===== src/rtl/bcd_score_counter.sv =====
// Synchronous N-digit BCD score counter with inc/dec, clear, clamped load, wrap/saturate and win decode.
// Optional leading-zero blanking output is built when BCD_SCORE_BLANK_EN is defined.
module bcd_score_counter #(
  parameter int                    DIGITS  = 2,
  parameter int                    WRAP    = 1,
  parameter logic [4*DIGITS-1:0]   WIN_BCD = 'h11
) (
  input  logic                  clk,
  input  logic                  reset,
  input  logic                  clr,
  input  logic                  load,
  input  logic [4*DIGITS-1:0]   load_val,
  input  logic                  inc,
  input  logic                  dec,
  output logic [4*DIGITS-1:0]   bcd,
  output logic                  carry,
  output logic                  borrow,
`ifdef BCD_SCORE_BLANK_EN
  output logic                  win,
  output logic [DIGITS-1:0]     blank
`else
  output logic                  win
`endif
);

  logic [4*DIGITS-1:0] inc_val;
  logic [4*DIGITS-1:0] dec_val;
  logic [4*DIGITS-1:0] load_clamped;
  logic [4*DIGITS-1:0] bcd_next;
  logic                inc_chain;
  logic                dec_chain;
  logic                all_nines;
  logic                all_zero;
  logic                carry_next;
  logic                borrow_next;
  logic                win_next;

  // Ripple the +1 through the digits; a chain still live past the top digit means all-9s.
  always_comb begin
    inc_val   = bcd;
    inc_chain = 1'b1;
    for (int k = 0; k < DIGITS; k++) begin
      if (inc_chain) begin
        if (bcd[4*k +: 4] == 4'd9) begin
          inc_val[4*k +: 4] = 4'd0;
        end else begin
          inc_val[4*k +: 4] = bcd[4*k +: 4] + 4'd1;
          inc_chain         = 1'b0;
        end
      end
    end
    all_nines = inc_chain;
  end

  always_comb begin
    dec_val   = bcd;
    dec_chain = 1'b1;
    for (int k = 0; k < DIGITS; k++) begin
      if (dec_chain) begin
        if (bcd[4*k +: 4] == 4'd0) begin
          dec_val[4*k +: 4] = 4'd9;
        end else begin
          dec_val[4*k +: 4] = bcd[4*k +: 4] - 4'd1;
          dec_chain         = 1'b0;
        end
      end
    end
    all_zero = dec_chain;
  end

  always_comb begin
    load_clamped = load_val;
    for (int k = 0; k < DIGITS; k++) begin
      if (load_val[4*k +: 4] > 4'd9) begin
        load_clamped[4*k +: 4] = 4'd9;
      end
    end
  end

  // clr beats load beats counting; inc and dec together cancel out.
  always_comb begin
    bcd_next    = bcd;
    carry_next  = 1'b0;
    borrow_next = 1'b0;
    if (clr) begin
      bcd_next = '0;
    end else if (load) begin
      bcd_next = load_clamped;
    end else if (inc && !dec) begin
      if (!all_nines) begin
        bcd_next = inc_val;
      end else if (WRAP != 0) begin
        bcd_next   = inc_val;
        carry_next = 1'b1;
      end
    end else if (dec && !inc) begin
      if (!all_zero) begin
        bcd_next = dec_val;
      end else if (WRAP != 0) begin
        bcd_next    = dec_val;
        borrow_next = 1'b1;
      end
    end
    win_next = (bcd_next == WIN_BCD);
  end

  always_ff @(posedge clk or negedge reset) begin
    if (!reset) begin
      bcd    <= '0;
      carry  <= 1'b0;
      borrow <= 1'b0;
      win    <= (WIN_BCD == '0);
    end else begin
      bcd    <= bcd_next;
      carry  <= carry_next;
      borrow <= borrow_next;
      win    <= win_next;
    end
  end

`ifdef BCD_SCORE_BLANK_EN
  logic [DIGITS-1:0] blank_next;
  logic              upper_zero;

  // A digit blanks only when it and everything above it are zero; digit 0 always shows.
  always_comb begin
    blank_next = '0;
    upper_zero = 1'b1;
    for (int k = DIGITS - 1; k >= 1; k--) begin
      upper_zero    = upper_zero && (bcd_next[4*k +: 4] == 4'd0);
      blank_next[k] = upper_zero;
    end
  end

  always_ff @(posedge clk or negedge reset) begin
    if (!reset) begin
      blank <= {{(DIGITS-1){1'b1}}, 1'b0};
    end else begin
      blank <= blank_next;
    end
  end
`endif

endmodule

===== config.mk =====
export PLATFORM = sky130hd
export DESIGN_NAME = bcd_score_counter
export DESIGN_NICKNAME = d
export VERILOG_FILES = /design/src/rtl/bcd_score_counter.sv
export SDC_FILE = /design/constraint.sdc
export NUM_CORES = 1
export LEC_CHECK = 0
export CAP_MARGIN = 20
export CORE_ASPECT_RATIO = 1.25
export CORE_MARGIN = 10
export CORE_UTILIZATION = 35
export CTS_BUF_LIST = sky130_fd_sc_hd__clkbuf_4 sky130_fd_sc_hd__clkbuf_8
export DETAILED_ROUTE_END_ITERATION = 10
export SYNTH_ARGS = -nofsm -noshare
export SYNTH_HDL_FRONTEND = slang
export SYNTH_SLANG_ARGS = --single-unit

===== constraint.sdc =====
create_clock -name clk -period 3.9 [get_ports clk]
set_input_delay 0.39 -clock clk [delete_from_list [all_inputs] [get_ports clk]]
set_output_delay 0.39 -clock clk [all_outputs]
set_load 0.1 [all_outputs]

==> results by group, run 1 <==
Routing
  – Drt total wl: 3190 µm
  – 1st-iter DRT viols: 121
  – Routed Antenna Nets: 0
  – Vias per Instance: 5.93
  – Vias: 1091
  – DR pass1 iterations: 4
  – Drc violations: 0
  – WL/cell: 17.3 µm

Floorplan
  – Initial Utilization: 36.9%
  – I/O pin cnt: 25
  – Die width: 70.1 µm
  – Die Span Y: 82.6 µm
  – Total core area: 2970 µm²
  – Die area: 5790 µm²
  – Rows: 22

Clock network
  – Cts hold-fix bufs: 0
  – Clock Sinks: 11
  – H-tree Lvls: 1
  – Clock buffer depth: 2
  – Clock root cell: clkbuf_4
  – Post-CTS Repair Setup Buffers: 0
  – PostCTS Resize Cnt: 0
  – CTS buffer count: 3
  – Clk slew on worst S/H paths: 0.07 ns
  – CTS tree: yes
  – Latest clock arrival within the worst-skew pair: 0.27 ns

Status
  – Outcome: completed

Power
  – Seq pwr share: 34.7%
  – IR Drop Worst-Case VDD: 0.135 mV
  – Leak: 0.530 nW
  – Sw Pwr: 167 µW
  – Combinational share of power: 43.9%
  – Cell-internal power: 229 µW
  – PD cells: 289 nW/µm²
  – Sw Share: 42.1%
  – Clock power frac: 21.4%
  – Power, Total: 396 µW

STA
  – RSZ-0062 raised after global routing: false
  – Min Hold Slack: 0.437 ns
  – Max_slew headroom: 34.5%
  – Fin Setup TNS: 0 ns
  – Slew Viols, Final: 0
  – Final Hold Viols: 0
  – Clk_skew: 0.00477 ns
  – Slew @ Worst Pin: 0.979 ns
  – Final WS setup: 1.45 ns
  – Highest clock rate: 408 MHz
  – Final setup viols: 0
  – Minimum clock period: 2.45 ns
  – Period utilization: 62.9%

Worst setup path
  – Crit path kind: reg2reg
  – Critical Path AT: 2.63 ns
  – CP max FO: 10
  – Setup crit end kind: flip-flop
  – Crit path launch type: flip-flop
  – Reg2reg path depth: 8
  – Crit path required time: 4.08 ns

Synthesis
  – Post-synth top area share: 25.1%
  – Post-synthesis sequential area ratio: 25.1%
  – Commonest register cell after synthesis: dfrtp_1
  – Synth area leaders: dfrtp_1 25%, ha_1 6.8%, nand3b_1 4.1%
  – Synthesized area per cell: 8.64 µm²
  – Post-synth EDFFs: 0
  – Yosys cell types: 53
  – Cell taking the most area after synthesis: dfrtp_1
  – Yosys warns: 0
  – Synth Register Bits: 11
  – Area of the mapped netlist: 1100 µm²
  – Syn Inst Count: 127
  – Synthesized net count: 147
  – Synth async-reset ratio: 100%

GRT
  – Vias in the first global route: 1101
  – First-pass GRT wire length: 5350 µm
  – Initial antenna violation count: 0
  – Grt ovf: 0
  – All-Layer GR Usage: 11.0%
  – Largest net degree at the start of global routing: 18

Placement
  – PortBufs: 24
  – DP Area: 1340 µm²
  – Dpl hpwl: 2420 µm
  – Dpl cells: 180
  – Routability-driven placement congestion ratio: 0.896
  – Pre-CTS setup slack: 1.46 ns

Min path
  – Min-Delay Path Class: in2async

Finish
  – Commonest non-fill, non-tap cell in the layout: clkdlybuf4s50_1
  – Layout area overhead: 24.7%
  – Final Instance Area: 1370 µm²
  – Most frequent cells in the layout: 24 x clkdlybuf4s50_1, 11 x nand2_1, 11 x dfrtp_1, 9 x inv_1, 9 x nor2_1
  – Antenna cell count: 0
  – Final Instance Count excl. Fillers: 184
  – Post-layout util: 46.0%
  – Share of cells above drive strength 1: 9.46%
  – Nets: 169

Run
  – MaxCap Viol Count: 0
-- path summary, 6_finish.rpt --
| kind | startpoint | end | slack [ns] |
|---|---|---|---|
| max | bcd[0]$_DFF_PN0_ | win$_DFF_PN0_ | 1.45 |
| min | reset | win$_DFF_PN0_ | 0.44 |
| max reg2reg | bcd[0]$_DFF_PN0_ | win$_DFF_PN0_ | 1.45 |
| min reg2reg | bcd[7]$_DFF_PN0_ | carry$_DFF_PN0_ | 0.81 |
| max in group asynchronous | reset | borrow$_DFF_PN0_ | 3.14 |
| min in group clk | load_val[1] | bcd[1]$_DFF_PN0_ | 0.72 |
-- power by group through the flow --
| stage | Clock, mW | Sequential (mW) | Combinational (mW) |
|---|---|---|---|
| floorplan | 0 | 0.181 | 0.0823 |
| CTS | 0.0865 | 0.137 | 0.173 |
| global placement | 0 | 0.139 | 0.172 |
| detailed placement | 0 | 0.139 | 0.172 |
| finish | 0.0848 | 0.138 | 0.174 |
| global route | 0.0919 | 0.139 | 0.188 |
-- synthesized netlist by cell type, types with 2 or more instances --
cell type / instances
a21oi_1: 4
a311oi_1: 3
buf_2: 2
buf_6: 2
clkbuf_1: 2
dfrtp_1: 11
ha_1: 6
inv_1: 9
mux2i_1: 2
nand2_1: 11
nand3_1: 4
nand3b_1: 6
nor2_1: 9
nor2b_1: 5
nor3_1: 3
nor3b_1: 3
o21ai_0: 7
o21ai_1: 2
o21bai_1: 2
-- worst max-delay path: stages (launching register included) --
cell and delay, ns:
dfrtp_1 0.50, inv_1 0.17, ha_1 0.25, or3b_4 0.42, nor3_1 0.30, a311oi_1 0.17, a22oi_1 0.28, a21oi_1 0.13
nor4_2 0.15
-- state kept, by name, indices dropped and copies added (netlist names) --
register	cells
win	1
bcd	8
borrow	1
carry	1
-- per-layer routing --
metal / vias to the layer above / track usage, % / share of wire [%]
li1: 516 / - / -
met5: - / 0 / 0
met4: 0 / 6.52 / 2.6
met2: 50 / 18.5 / 49
met3: 7 / 2.51 / 7.4
met1: 518 / 12.7 / 41
-- kinds of logic after synthesis --
logic type / synth area share [%]
compound gates: 25.8
xor+xnor: 0.798
fa+ha+maj: 7.75
buf+inv: 7.07
flops: 25.1
mux: 2.85
simple gates: 30.7
-- layout make-up --
cell class / count / area, µm²
clock buffer: 4 / 30.0
fill: 322 / 1600
inverter: 9 / 33.8
multi-input combinational: 100 / 744
sequential: 11 / 275
tap: 36 / 45.0
timing repair buffer: 24 / 240
No activity file was read; power rests on OpenSTA's default activity.
==> run 2, diff against run 1 <==
- clock period: 3.9 -> 2.1 ns (I/O delays scaled with it)
==> results by group, run 2 (same netlist as run 1, synthesis figures left out) <==
Finish
  – Max FFs per register: 8 (unchanged)
  – Nets: 184 (+8.9%)
  – Commonest non-fill, non-tap cell in the layout: buf_4
  – Most frequent cells in the layout: 26 x buf_4, 13 x clkdlybuf4s50_1, 11 x nand2_1, 9 x nor2_1
  – Antenna cell count: 0 (unchanged)
  – Layout area overhead: 38.5%
  – Top reg by flops: bcd
  – Final Instance Count excl. Fillers: 199 (+8.2%)
  – Final Instance Area: 1520 µm² (+11%)
  – Share of cells above drive strength 1: 35.0% (+26 points)

Clock network
  – Post-CTS Repair Setup Buffers: 0 (unchanged)
  – Clock Sinks: 11 (unchanged)
  – Clock root cell: clkbuf_4
  – Cts hold-fix bufs: 0 (unchanged)
  – CTS buffer count: 3 (unchanged)
  – Clk slew on worst S/H paths: 0.07 ns (about the same)
  – Latest clock arrival within the worst-skew pair: 0.27 ns (about the same)
  – H-tree Lvls: 1 (unchanged)
  – Clock buffer depth: 2 (unchanged)
  – CTS tree: yes

STA
  – RSZ-0062 raised after global routing: true
  – Final setup viols: 0 (unchanged)
  – Final Hold Viols: 0 (unchanged)
  – Slew @ Worst Pin: 0.473 ns (-0.506 ns)
  – Final WS setup: 0.0249 ns (-1.42 ns)
  – Slew Viols, Final: 0 (unchanged)
  – Minimum clock period: 2.08 ns (-0.376 ns)
  – Fin Setup TNS: 0 ns (unchanged)
  – Highest clock rate: 482 MHz (+18%)
  – Period utilization: 98.8% (+36 points)
  – Max_slew headroom: 68.3% (+34 points)
  – Clk_skew: 0.00562 ns (+0.000844 ns)

Routing
  – 1st-iter DRT viols: 55 (-55%)
  – WL/cell: 17.3 µm (about the same)
  – Drc violations: 0 (unchanged)
  – Vias: 1120 (+2.7%)
  – Routed Antenna Nets: 0 (unchanged)
  – Drt total wl: 3450 µm (+8.1%)
  – DR pass1 iterations: 4 (unchanged)
  – Vias per Instance: 5.63 (-5.1%)

Worst setup path
  – Reg2reg path depth: 8 (unchanged)
  – Setup crit end kind: flip-flop
  – Reg-to-reg critical path startpoint: bcd[0]$_DFF_PN0_
  – Crit path required time: 2.28 ns (-1.80 ns)
  – Reg2reg setup slack: 0.02 ns (-1.42 ns)
  – CP max FO: 4 (-6)
  – Worst R2R End: win$_DFF_PN0_
  – Crit path kind: reg2reg
  – Crit path launch type: flip-flop
  – Critical Path AT: 2.25 ns (-0.38 ns)

Placement
  – Routability-driven placement congestion ratio: 0.909 (+1.5%)
  – PortBufs: 24 (unchanged)
  – Pre-CTS setup slack: -0.0378 ns (-1.50 ns)
  – Dpl hpwl: 2790 µm (+15%)
  – Dpl cells: 195 (+8.3%)
  – DP Area: 1480 µm² (+11%)

Floorplan
  – Die width: 70.1 µm (unchanged)
  – Total core area: 2970 µm² (unchanged)
  – Die Span Y: 82.6 µm (unchanged)
  – Die area: 5790 µm² (unchanged)
  – Rows: 22 (unchanged)
  – Initial Utilization: 36.9% (unchanged)
  – I/O pin cnt: 25 (unchanged)

Power
  – Sw Share: 41.8% (-0.37 points)
  – Clock power frac: 20.5% (-0.9 points)
  – Seq pwr share: 32.5% (-2.2 points)
  – IR Drop Worst-Case VDD: 0.316 mV (+130%)
  – Sw Pwr: 329 µW (+97%)
  – PD cells: 518 nW/µm² (+79%)
  – Leak: 0.615 nW (+16%)
  – Combinational share of power: 47.0% (+3.1 points)
  – Cell-internal power: 459 µW (+100%)
  – Power, Total: 788 µW (+99%)

GRT
  – Initial antenna violation count: 0 (unchanged)
  – Largest net degree at the start of global routing: 12 (-6)
  – Vias in the first global route: 1145 (+4.0%)
  – First-pass GRT wire length: 5620 µm (+5.0%)
  – All-Layer GR Usage: 11.8% (+0.75 points)
  – Grt ovf: 0 (unchanged)

Status
  – Outcome: completed

Min path
  – Min-Delay Path Class: in2async

Run
  – MaxCap Viol Count: 0 (unchanged)
run 2: timing repair:
item                       4_1_cts  5_1_grt
setup endpoints to repair        1        1
resized for setup                0        2
hold endpoints to repair         0        0
pin swaps                        1        2
run 2: worst max path at each step:
stage                                 from  slack [ns]             to
after floorplan           bcd[1]$_DFF_PN0_      -0.007  win$_DFF_PN0_
after global placement                 dec       -0.03  win$_DFF_PN0_
after detailed placement               inc       -0.04  win$_DFF_PN0_
after CTS                 bcd[1]$_DFF_PN0_        0.01  win$_DFF_PN0_
after global routing      bcd[1]$_DFF_PN0_       -0.08  win$_DFF_PN0_
final                     bcd[0]$_DFF_PN0_        0.02  win$_DFF_PN0_
run 2: per-layer routing:
| metal | wire, µm | global-route usage, % | vias up | part of all wire [%] |
|---|---|---|---|---|
| met3 | 145 | 2.27 | 4 | 4.2 |
| met2 | 1820 | 23.0 | 40 | 53 |
| met1 | 1440 | 12.7 | 531 | 42 |
| met4 | 30 | 3.16 | 0 | 0.87 |
| met5 | 0 | 0 | - | 0 |
| li1 | - | - | 545 | - |
run 2: per-stage QoR:
| stage | hold WS (ns) | util [%] |
|---|---|---|
| 5_1_grt | 0.283 | 51.1 |
| 3_3_place_gp | 0.559 | 49.8 |
| 6_report | 0.253 | 51.1 |
| 4_1_cts | 0.268 | 50.8 |
| 2_1_floorplan | -0.0856 | - |
| 3_5_place_dp | 0.572 | 49.8 |
run 2: power by group through the flow:
stage,Combinational (mW),Sequential [mW],Clock [mW]
after global routing,0.396,0.259,0.180
after detailed placement,0.366,0.260,0
after global placement,0.362,0.260,0
after floorplan,0.161,0.344,0
final,0.370,0.256,0.162
after CTS,0.368,0.256,0.165
run 2: critical path, stage by stage (launching register included):
cell,delay [ns]
dfrtp_4,0.51
inv_4,0.07
ha_4,0.14
nor3b_2,0.31
o221ai_2,0.20
a221oi_4,0.29
and3_1,0.19
o2111ai_1,0.12
nor4_2,0.15
run 2: final cells by class:
type / instances / area, µm²
inverters: 9 / 38.8
multi-input cells: 100 / 786
well taps: 36 / 45.0
flip-flops and latches: 11 / 295
fillers: 298 / 1450
repair buffers: 39 / 325
clock buffers: 4 / 30.0
